[src/rtl/fl_vstream_src.sv]
// Dual-stream vector source: fetches x[i] and y[i] alternately from a single-port
// memory with 1-cycle read latency and streams them out on two buffered AXI-style ports.

module fl_vstream_fifo #(
    parameter int WIDTH = 33,
    parameter int DEPTH = 4
) (
    input  logic                   clk,
    input  logic                   rst_n,
    input  logic                   wr_en,
    input  logic [WIDTH-1:0]       wr_data,
    input  logic                   rd_ready,
    output logic                   rd_valid,
    output logic [WIDTH-1:0]       rd_data,
    output logic [$clog2(DEPTH):0] count
);
    localparam int PW = $clog2(DEPTH);
    localparam int CW = PW + 1;

    logic [WIDTH-1:0] mem_q [DEPTH];
    logic [WIDTH-1:0] mem_d [DEPTH];
    logic [PW-1:0]    wr_ptr_q, wr_ptr_d;
    logic [PW-1:0]    rd_ptr_q, rd_ptr_d;
    logic [CW-1:0]    count_q, count_d;
    logic             push, pop;

    // A full buffer still accepts a write when a word leaves in the same cycle.
    always_comb begin
        pop      = (count_q != '0) && rd_ready;
        push     = wr_en && ((count_q != CW'(DEPTH)) || pop);
        mem_d    = mem_q;
        wr_ptr_d = wr_ptr_q;
        rd_ptr_d = rd_ptr_q;
        if (push) begin
            mem_d[wr_ptr_q] = wr_data;
            wr_ptr_d        = wr_ptr_q + PW'(1);
        end
        if (pop) begin
            rd_ptr_d = rd_ptr_q + PW'(1);
        end
        count_d = count_q + CW'(push) - CW'(pop);
    end

    always_ff @(posedge clk or negedge rst_n) begin
        if (!rst_n) begin
            for (int i = 0; i < DEPTH; i++) begin
                mem_q[i] <= '0;
            end
            wr_ptr_q <= '0;
            rd_ptr_q <= '0;
            count_q  <= '0;
        end else begin
            mem_q    <= mem_d;
            wr_ptr_q <= wr_ptr_d;
            rd_ptr_q <= rd_ptr_d;
            count_q  <= count_d;
        end
    end

    assign rd_valid = (count_q != '0);
    assign rd_data  = mem_q[rd_ptr_q];
    assign count    = count_q;

endmodule

module fl_vstream_src #(
    parameter int DATA_WIDTH = 32,
    parameter int ADDR_WIDTH = 16,
    parameter int LEN_WIDTH  = 16,
    parameter int FIFO_DEPTH = 4
) (
    input  logic                  clk,
    input  logic                  rst_n,
    input  logic                  start,
    input  logic [LEN_WIDTH-1:0]  len,
    input  logic [ADDR_WIDTH-1:0] base_x,
    input  logic [ADDR_WIDTH-1:0] base_y,
    output logic                  busy,
    output logic                  done,
    output logic                  mem_en,
    output logic [ADDR_WIDTH-1:0] mem_addr,
    input  logic [DATA_WIDTH-1:0] mem_rdata,
    output logic [DATA_WIDTH-1:0] x_data,
    output logic                  x_valid,
    input  logic                  x_ready,
    output logic                  x_end,
    output logic [DATA_WIDTH-1:0] y_data,
    output logic                  y_valid,
    input  logic                  y_ready,
    output logic                  y_end
);
    localparam int CW = $clog2(FIFO_DEPTH) + 1;

    typedef enum logic [1:0] {
        IDLE,
        RUN,
        DRAIN
    } state_t;

    state_t                state_q, state_d;
    logic [LEN_WIDTH-1:0]  len_q, len_d;
    logic [ADDR_WIDTH-1:0] base_x_q, base_x_d;
    logic [ADDR_WIDTH-1:0] base_y_q, base_y_d;
    logic [LEN_WIDTH-1:0]  idx_q, idx_d;
    logic                  phase_q, phase_d;
    logic                  infl_q, infl_d;
    logic                  infl_y_q, infl_y_d;
    logic                  infl_end_q, infl_end_d;
    logic                  done_q, done_d;

    logic                  x_room, y_room, issue, last_elem;
    logic [ADDR_WIDTH-1:0] rd_addr;
    logic                  x_wr, y_wr;
    logic [DATA_WIDTH:0]   wr_word, x_word, y_word;
    logic [CW-1:0]         x_count, y_count;

    // Room is reserved for the read still in flight so a buffer can never overflow.
    always_comb begin
        x_room    = (x_count + CW'(infl_q && !infl_y_q)) < CW'(FIFO_DEPTH);
        y_room    = (y_count + CW'(infl_q && infl_y_q)) < CW'(FIFO_DEPTH);
        last_elem = (idx_q == len_q - LEN_WIDTH'(1));
        rd_addr   = phase_q ? base_y_q + ADDR_WIDTH'(idx_q)
                            : base_x_q + ADDR_WIDTH'(idx_q);
        issue     = (state_q == RUN) && (phase_q ? y_room : x_room);
    end

    always_comb begin
        state_d    = state_q;
        len_d      = len_q;
        base_x_d   = base_x_q;
        base_y_d   = base_y_q;
        idx_d      = idx_q;
        phase_d    = phase_q;
        infl_d     = issue;
        infl_y_d   = phase_q;
        infl_end_d = last_elem;
        done_d     = 1'b0;
        unique case (state_q)
            IDLE: begin
                if (start) begin
                    if (len != '0) begin
                        state_d  = RUN;
                        len_d    = len;
                        base_x_d = base_x;
                        base_y_d = base_y;
                        idx_d    = '0;
                        phase_d  = 1'b0;
                    end else begin
                        done_d = 1'b1;
                    end
                end
            end
            RUN: begin
                if (issue) begin
                    if (!phase_q) begin
                        phase_d = 1'b1;
                    end else begin
                        phase_d = 1'b0;
                        idx_d   = idx_q + LEN_WIDTH'(1);
                        if (last_elem) begin
                            state_d = DRAIN;
                        end
                    end
                end
            end
            DRAIN: begin
                if (!x_valid && !y_valid && !infl_q) begin
                    done_d  = 1'b1;
                    state_d = IDLE;
                end
            end
            default: begin
                state_d = IDLE;
            end
        endcase
    end

    always_ff @(posedge clk or negedge rst_n) begin
        if (!rst_n) begin
            state_q    <= IDLE;
            len_q      <= '0;
            base_x_q   <= '0;
            base_y_q   <= '0;
            idx_q      <= '0;
            phase_q    <= 1'b0;
            infl_q     <= 1'b0;
            infl_y_q   <= 1'b0;
            infl_end_q <= 1'b0;
            done_q     <= 1'b0;
        end else begin
            state_q    <= state_d;
            len_q      <= len_d;
            base_x_q   <= base_x_d;
            base_y_q   <= base_y_d;
            idx_q      <= idx_d;
            phase_q    <= phase_d;
            infl_q     <= infl_d;
            infl_y_q   <= infl_y_d;
            infl_end_q <= infl_end_d;
            done_q     <= done_d;
        end
    end

    // Returning data goes to whichever stream was targeted by last cycle's read.
    assign x_wr    = infl_q && !infl_y_q;
    assign y_wr    = infl_q && infl_y_q;
    assign wr_word = {infl_end_q, mem_rdata};

    fl_vstream_fifo #(
        .WIDTH (DATA_WIDTH + 1),
        .DEPTH (FIFO_DEPTH)
    ) u_x_fifo (
        .clk      (clk),
        .rst_n    (rst_n),
        .wr_en    (x_wr),
        .wr_data  (wr_word),
        .rd_ready (x_ready),
        .rd_valid (x_valid),
        .rd_data  (x_word),
        .count    (x_count)
    );

    fl_vstream_fifo #(
        .WIDTH (DATA_WIDTH + 1),
        .DEPTH (FIFO_DEPTH)
    ) u_y_fifo (
        .clk      (clk),
        .rst_n    (rst_n),
        .wr_en    (y_wr),
        .wr_data  (wr_word),
        .rd_ready (y_ready),
        .rd_valid (y_valid),
        .rd_data  (y_word),
        .count    (y_count)
    );

    assign busy     = (state_q != IDLE);
    assign done     = done_q;
    assign mem_en   = issue;
    assign mem_addr = (state_q == RUN) ? rd_addr : '0;
    assign x_data   = x_word[DATA_WIDTH-1:0];
    assign x_end    = x_valid && x_word[DATA_WIDTH];
    assign y_data   = y_word[DATA_WIDTH-1:0];
    assign y_end    = y_valid && y_word[DATA_WIDTH];

endmodule

[config.mk]
export PLATFORM = sky130hd
export DESIGN_NAME = fl_vstream_src
export DESIGN_NICKNAME = d
export VERILOG_FILES = /design/src/rtl/fl_vstream_src.sv
export SDC_FILE = /design/constraint.sdc
export NUM_CORES = 1
export LEC_CHECK = 0
export CAP_MARGIN = 10
export CORE_ASPECT_RATIO = 0.6
export CORE_UTILIZATION = 57
export DETAILED_ROUTE_END_ITERATION = 10
export GPL_TIMING_DRIVEN = 0
export HOLD_SLACK_MARGIN = 0.03
export PLACE_DENSITY = 0.85
export SLEW_MARGIN = 20
export SYNTH_ARGS = -nofsm -noshare
export SYNTH_HDL_FRONTEND = slang
export SYNTH_SLANG_ARGS = --single-unit
[constraint.sdc]
create_clock -name clk -period 4.4 [get_ports clk]
set_input_delay 0.88 -clock clk [delete_from_list [all_inputs] [get_ports clk]]
set_output_delay 0.88 -clock clk [all_outputs]
set_load 0.01 [all_outputs]
== After elaboration in Yosys (flattened, before gate mapping) ==
Index checks and enable logic that the tools add are counted.

* Add/subtract/negate cells: 14
* Order comparisons: 8
* Equality and inequality tests: 11
* Multiplexer cells: 36
* Bitwise logic cells: 4
* Reduce and logical (&&, ||, !) cells: 29

{| class="wikitable"
|+ Operators with widths
! cell !! number
|-
| $bwmux W132 || 2
|-
| $mux W33 || 6
|-
| $bmux W33 S2 || 2
|-
| $demux W33 S2 || 2
|-
| $mux W16 || 6
|-
| $add A16 B16 Y16 || 2
|-
| $pmux W16 S2 || 1
|-
| $add A16 B1 Y16 const B || 1
|-
| $eq A16 B16 Y1 || 1
|-
| $reduce_bool A16 Y1 || 1
|-
| $sub A16 B1 Y16 const B || 1
|-
| $logic_and A1 B1 Y1 || 13
|-
| $add A3 B1 Y3 || 4
|-
| $ge A3 B3 Y1 const B || 4
|-
| $mux W2 || 6
|-
| $ne A2 B2 Y1 const B || 6
|-
| $not A2 Y3 || 4
|-
| $add A2 B1 Y2 const B || 4
|-
| $mux W1 || 8
|-
| $lt A3 B1 Y1 const B || 2
|-
| $lt A3 B3 Y1 const B || 2
|-
| $ne A3 B3 Y1 const B || 2
|-
| $pmux W2 S3 || 1
|-
| $reduce_and A6 Y1 || 1
|-
| other kinds (12) || 20
|}

* Register bits after elaboration: 349
* Output and inout bits: 87
* Logic and storage cells: 126

== Longest topological paths before layout ==
* Depth in word-level cells: 8
* Gate-level depth with buffers: 10
* Depth with buffers taken out: 9

== Hierarchy ==
From an unflattened synthesis, not the netlist that was laid out.

* Cell total of the unflattened synthesis: 1,213
* Area, all modules: 16,625.9 um^2

{| class="wikitable"
|+ Modules (own cells, without submodules)
! module !! times used !! cells an instance !! area each (um^2) !! seq. area each (um^2)
|-
| fl_vstream_fifo || 2 || 355 || 6,135.9 || 3,478.3
|-
| fl_vstream_src || 1 || 503 || 4,354.2 || 1,776.7
|}

== Worst setup path before layout ==
Ideal clock, no wire load.

* Kind: register to output
* Start point: reg phase_q (netlist: infl_y_d)
* End point: out mem_addr[8]
* Arrival time: 3,059 ps
* Data required time: 3,520 ps
* Slack: 461 ps
* Stages on the path, launching flop included: 11
* Buffers on the path: 1
* Cells stage by stage: dfrtp_1 > clkbuf_1 > mux2_2 > ha_1 > fa_1 > a21o_1 > a21oi_1 > o21bai_1 > a2111oi_0 > nor3_1 > nor3b_1

* Longest elaborated chain between the ends: 2

{| class="wikitable"
|+ Ends and longest elaborated chain
! item !! RTL line !! source
|-
| from (decl) || 105 || <nowiki>logic phase_q, phase_d;</nowiki>
|-
| from (signal assigned) || 196 || <nowiki>phase_q <= phase_d;</nowiki>
|-
| $mux W16 || 122 || <nowiki>rd_addr = phase_q ? base_y_q + ADDR_WIDTH'(idx_q)</nowiki>
|-
| $mux W16 || 240 || <nowiki>assign mem_addr = (state_q == RUN) ? rd_addr : '0;</nowiki>
|-
| to (decl) || 81 || <nowiki>output logic [ADDR_WIDTH-1:0] mem_addr,</nowiki>
|}

Every way passes these cells.

== Worst setup path after layout ==
* Start point: reg phase_q (netlist: infl_y_d)
* End point: out mem_addr[10]

The elaborated chain is that of the path after synthesis.

==> summary.txt <==
Run status
  – Status: complete, no violations

Place
  – Port Buffers: 171
  – GPL Wtd Cong: about 0.9
  – Placed cells: 1800
  – Post-DP HPWL: 27800 um
  – Placed Instance Area: about 19000 um2

Layout
  – Fin nets: 1585
  – Post-route core utilization: between 70% and 80%
  – Share of layout cells above drive strength 1: 31.5%
  – Final instance area: 20200 um2
  – Antenna cells: 0
  – Layout area overhead: 21.3%
  – Finished Layout Cells: 1867

Floorplan
  – Die area: 29900 um2
  – Number of I/O pins: 172
  – Row count: 48
  – Die Span X: 223 um
  – DIE HEIGHT: 134 um
  – Core area: about 29000 um2
  – Initial core utilization: 58.0%

Drt
  – Routed wire per std cell: 22.0 um
  – DRC viols: 0
  – DR vias/cell: 6.02
  – Drt first pass iters: 5
  – Final ANT Viol Nets: 0
  – Via Count: 11200
  – Final wirelength: between 40000 and 50000 um
  – DRT iter0 DRCs: 810

Logic synthesis
  – YS warnings: 0
  – Mean Syn Cell Area: 13.3 um2
  – Post-synth cell types: 60
  – Top-area cell type share of the netlist area: approximately 52%
  – Synth Register Bits: 349
  – Synth area leader: dfrtp_1
  – Largest cells by area after synthesis: dfrtp_1 (52%), mux2_2 (19%), mux4_2 (8.9%)
  – Fraction of registers with async set/reset: 100%
  – Synth Net Count: 1368
  – Mapped cell area: 16600 um2
  – Sequential area share after synthesis: 52.5%
  – Main flop type after synthesis: dfrtp_1
  – EDFF count, synth: 0
  – Gate Count Post-Synth: 1251

Global routing
  – Number of global-route vias before repair: 11400
  – Largest net degree at the start of global routing: 102
  – GR met1 Demand/Resource: 42.0%
  – Antenna violations before repair: 0
  – GR Util All Layers: roughly 28%
  – Gr busiest metal: met2
  – GR Layer Usage met3: under 10%
  – First-pass GRT wire length: 64300 um
  – Grt met2 use: a little over two fifths
  – Total gr overflow: 0

Pwr
  – Cell Pwr Density: 773 nW/um2
  – Leakage power: around 9 nW
  – VDD IR max: 409 uV

Clock tree
  – Cts hold-fix bufs: 0
  – Sink Count: 349
  – CTS clk-pin slew, worst paths: around 0.060 ns
  – Cts bufs inserted: 34
  – CTS Root Cell: clkbuf_16
  – CTS tree: done
  – CTS max path bufs: 3
  – Htree depth: 2
  – Clock Latency Late Sink: 0.52 ns

Timing
  – Tightest Pin Transition: 0.893 ns
  – Tmin final: 4.30 ns
  – Final Hold Vio Count: 0
  – Worst hold margin: approximately 0.31 ns
  – Fin Setup TNS: 0 ns
  – Period utilization: 97.7%
  – Slew headroom: 40.5%
  – Fmax: 233 MHz
  – Max Slew Vio Count: 0
  – Final clock skew: 0.0196 ns
  – Final setup fails: 0

Setup path
  – Critical path capture point type: output pin
  – Worst Path Required: around 3.5 ns
  – Crit path kind: reg -> out
  – Critical Path Fanout Max: 7
  – Startpoint types: flip-flop
  – Worst reg2reg path startpoint: u_x_fifo.count[2]
  – Critical path arrival: about 3.4 ns
  – Setup crit start: infl_y_d

Worst hold path
  – Hold crit path type: in -> async

Run
  – Max_cap viols: 0
-- cells in the final DEF, fill, tap and decap left out, types with 4 or more instances in the layout --
cell type and n:
xnor2_1 37, o21ai_0 17, dlygate4sd2_1 5, nor3_1 9
buf_4 8, or3_1 5, clkdlybuf4s50_1 164, buf_2 34
nor4_1 8, nor3b_1 7, mux2_2 280, a21oi_1 15
clkbuf_16 35, dfrtp_1 348, mux4_2 66, nand3_1 11
ha_1 27, nand2b_1 4, a211oi_1 7, buf_1 6
nand3b_1 5, bufinv_16 5, nand4_1 13, nand2_1 165
and2_1 7, clkbuf_1 29, xor2_1 20, a21o_1 6
nor2_1 38, clkinv_2 9, inv_1 23, clkbuf_8 4
-- metrics by stage --
step / total power [mW] / setup slack (ns)
floorplan: 9.52 / 0.461
global placement: 12.1 / -12.26
detailed placement: 12.4 / -0.687
CTS: 15.6 / -0.00359
global route: 16.4 / -0.00638
finish: 15.6 / 0.101
-- critical path, stage by stage, from the launching register on --
cell           delay [ns]
dfrtp_2              0.38
buf_8                0.14
mux2_2               0.34
ha_2                 0.20
fa_2                 0.35
a21o_1               0.17
a21oi_2              0.15
o21a_1               0.20
o21ai_1              0.11
and4b_1              0.21
or3_1                0.37
dlygate4sd2_1        0.29
-- path summary, 6_finish.rpt --
kind,to,slack (ns),depth (start not counted)
hold reg to reg,base_y_q[11],0.47,2
hold / removal,u_y_fifo.mem_q[74],0.31,1
max in group asynchronous,infl_y_d,2.73,3
setup / recovery,mem_addr[10],0.10,11
setup reg to reg,u_x_fifo.count[2],1.90,9
min in group clk,base_y_q[11],0.47,2
-- per-layer routing --
metal / up-vias / routed length [um]
met2: 338 / 18800
met1: 5891 / 18900
li1: 4943 / -
met3: 71 / 2430
met4: 0 / 885
met5: - / 0
-- cells in the mapped netlist, types with 8 or more instances --
master,instances
buf_2,33
nor3_1,9
o21ai_0,18
mux4_2,66
clkbuf_1,25
nor3b_1,8
mux2_2,280
dfrtp_1,349
nor2_1,38
nand2_1,165
xnor2_1,37
inv_1,23
xor2_1,20
nand3_1,11
a21oi_1,18
ha_1,29
nor4_1,8
nand4_1,13
-- power breakdown --
group | internal, mW | switching [mW] | total [mW]
logic | 4.05 | 3.02 | 7.08
clock network | 1.82 | 1.26 | 3.09
registers | 4.58 | 0.858 | 5.44
-- area by class of cell --
class	instances	area (um2)
plain buffers	66	323
clock buffers	45	953
clock inverters	15	204
fillers	1939	8520
inverters	23	86.3
multi-input cells	813	7580
flip-flops and latches	349	8730
well taps	375	469
repair buffers	181	1840
-- what timing repair did --
item / in CTS / in global routing
resized for setup: 26 / 4
buffers inserted: 3 / 4
endpoints found under the setup margin: 13 / 6
endpoints found under the hold margin: 0 / 0
gates cloned: 0 / 0
pin swaps: 5 / 1
-- sequential cells by signal (all words and copies together) (netlist names) --
signal             flops
u_y_fifo.rd_ptr_q      2
idx_q                 16
infl_y_q               1
done                   1
u_y_fifo.count         3
infl_end_q             1
infl_q                 1
state_q                2
u_x_fifo.count         3
base_x_q              16
infl_y_d               1
base_y_q              16
u_x_fifo.wr_ptr_q      2
u_x_fifo.mem_q       132
u_y_fifo.wr_ptr_q      2
len_q                 16
u_y_fifo.mem_q       132
u_x_fifo.rd_ptr_q      2
-- cells by family after synthesis --
logic type	Yosys count	synth area share (%)
xor+xnor	57	3.00
compound gates	78	3.15
mux	349	28.1
fa+ha+maj	32	2.54
flops	349	52.5
buf+inv	89	2.32
simple gates	297	8.47
(Power assumes the default switching activity.)
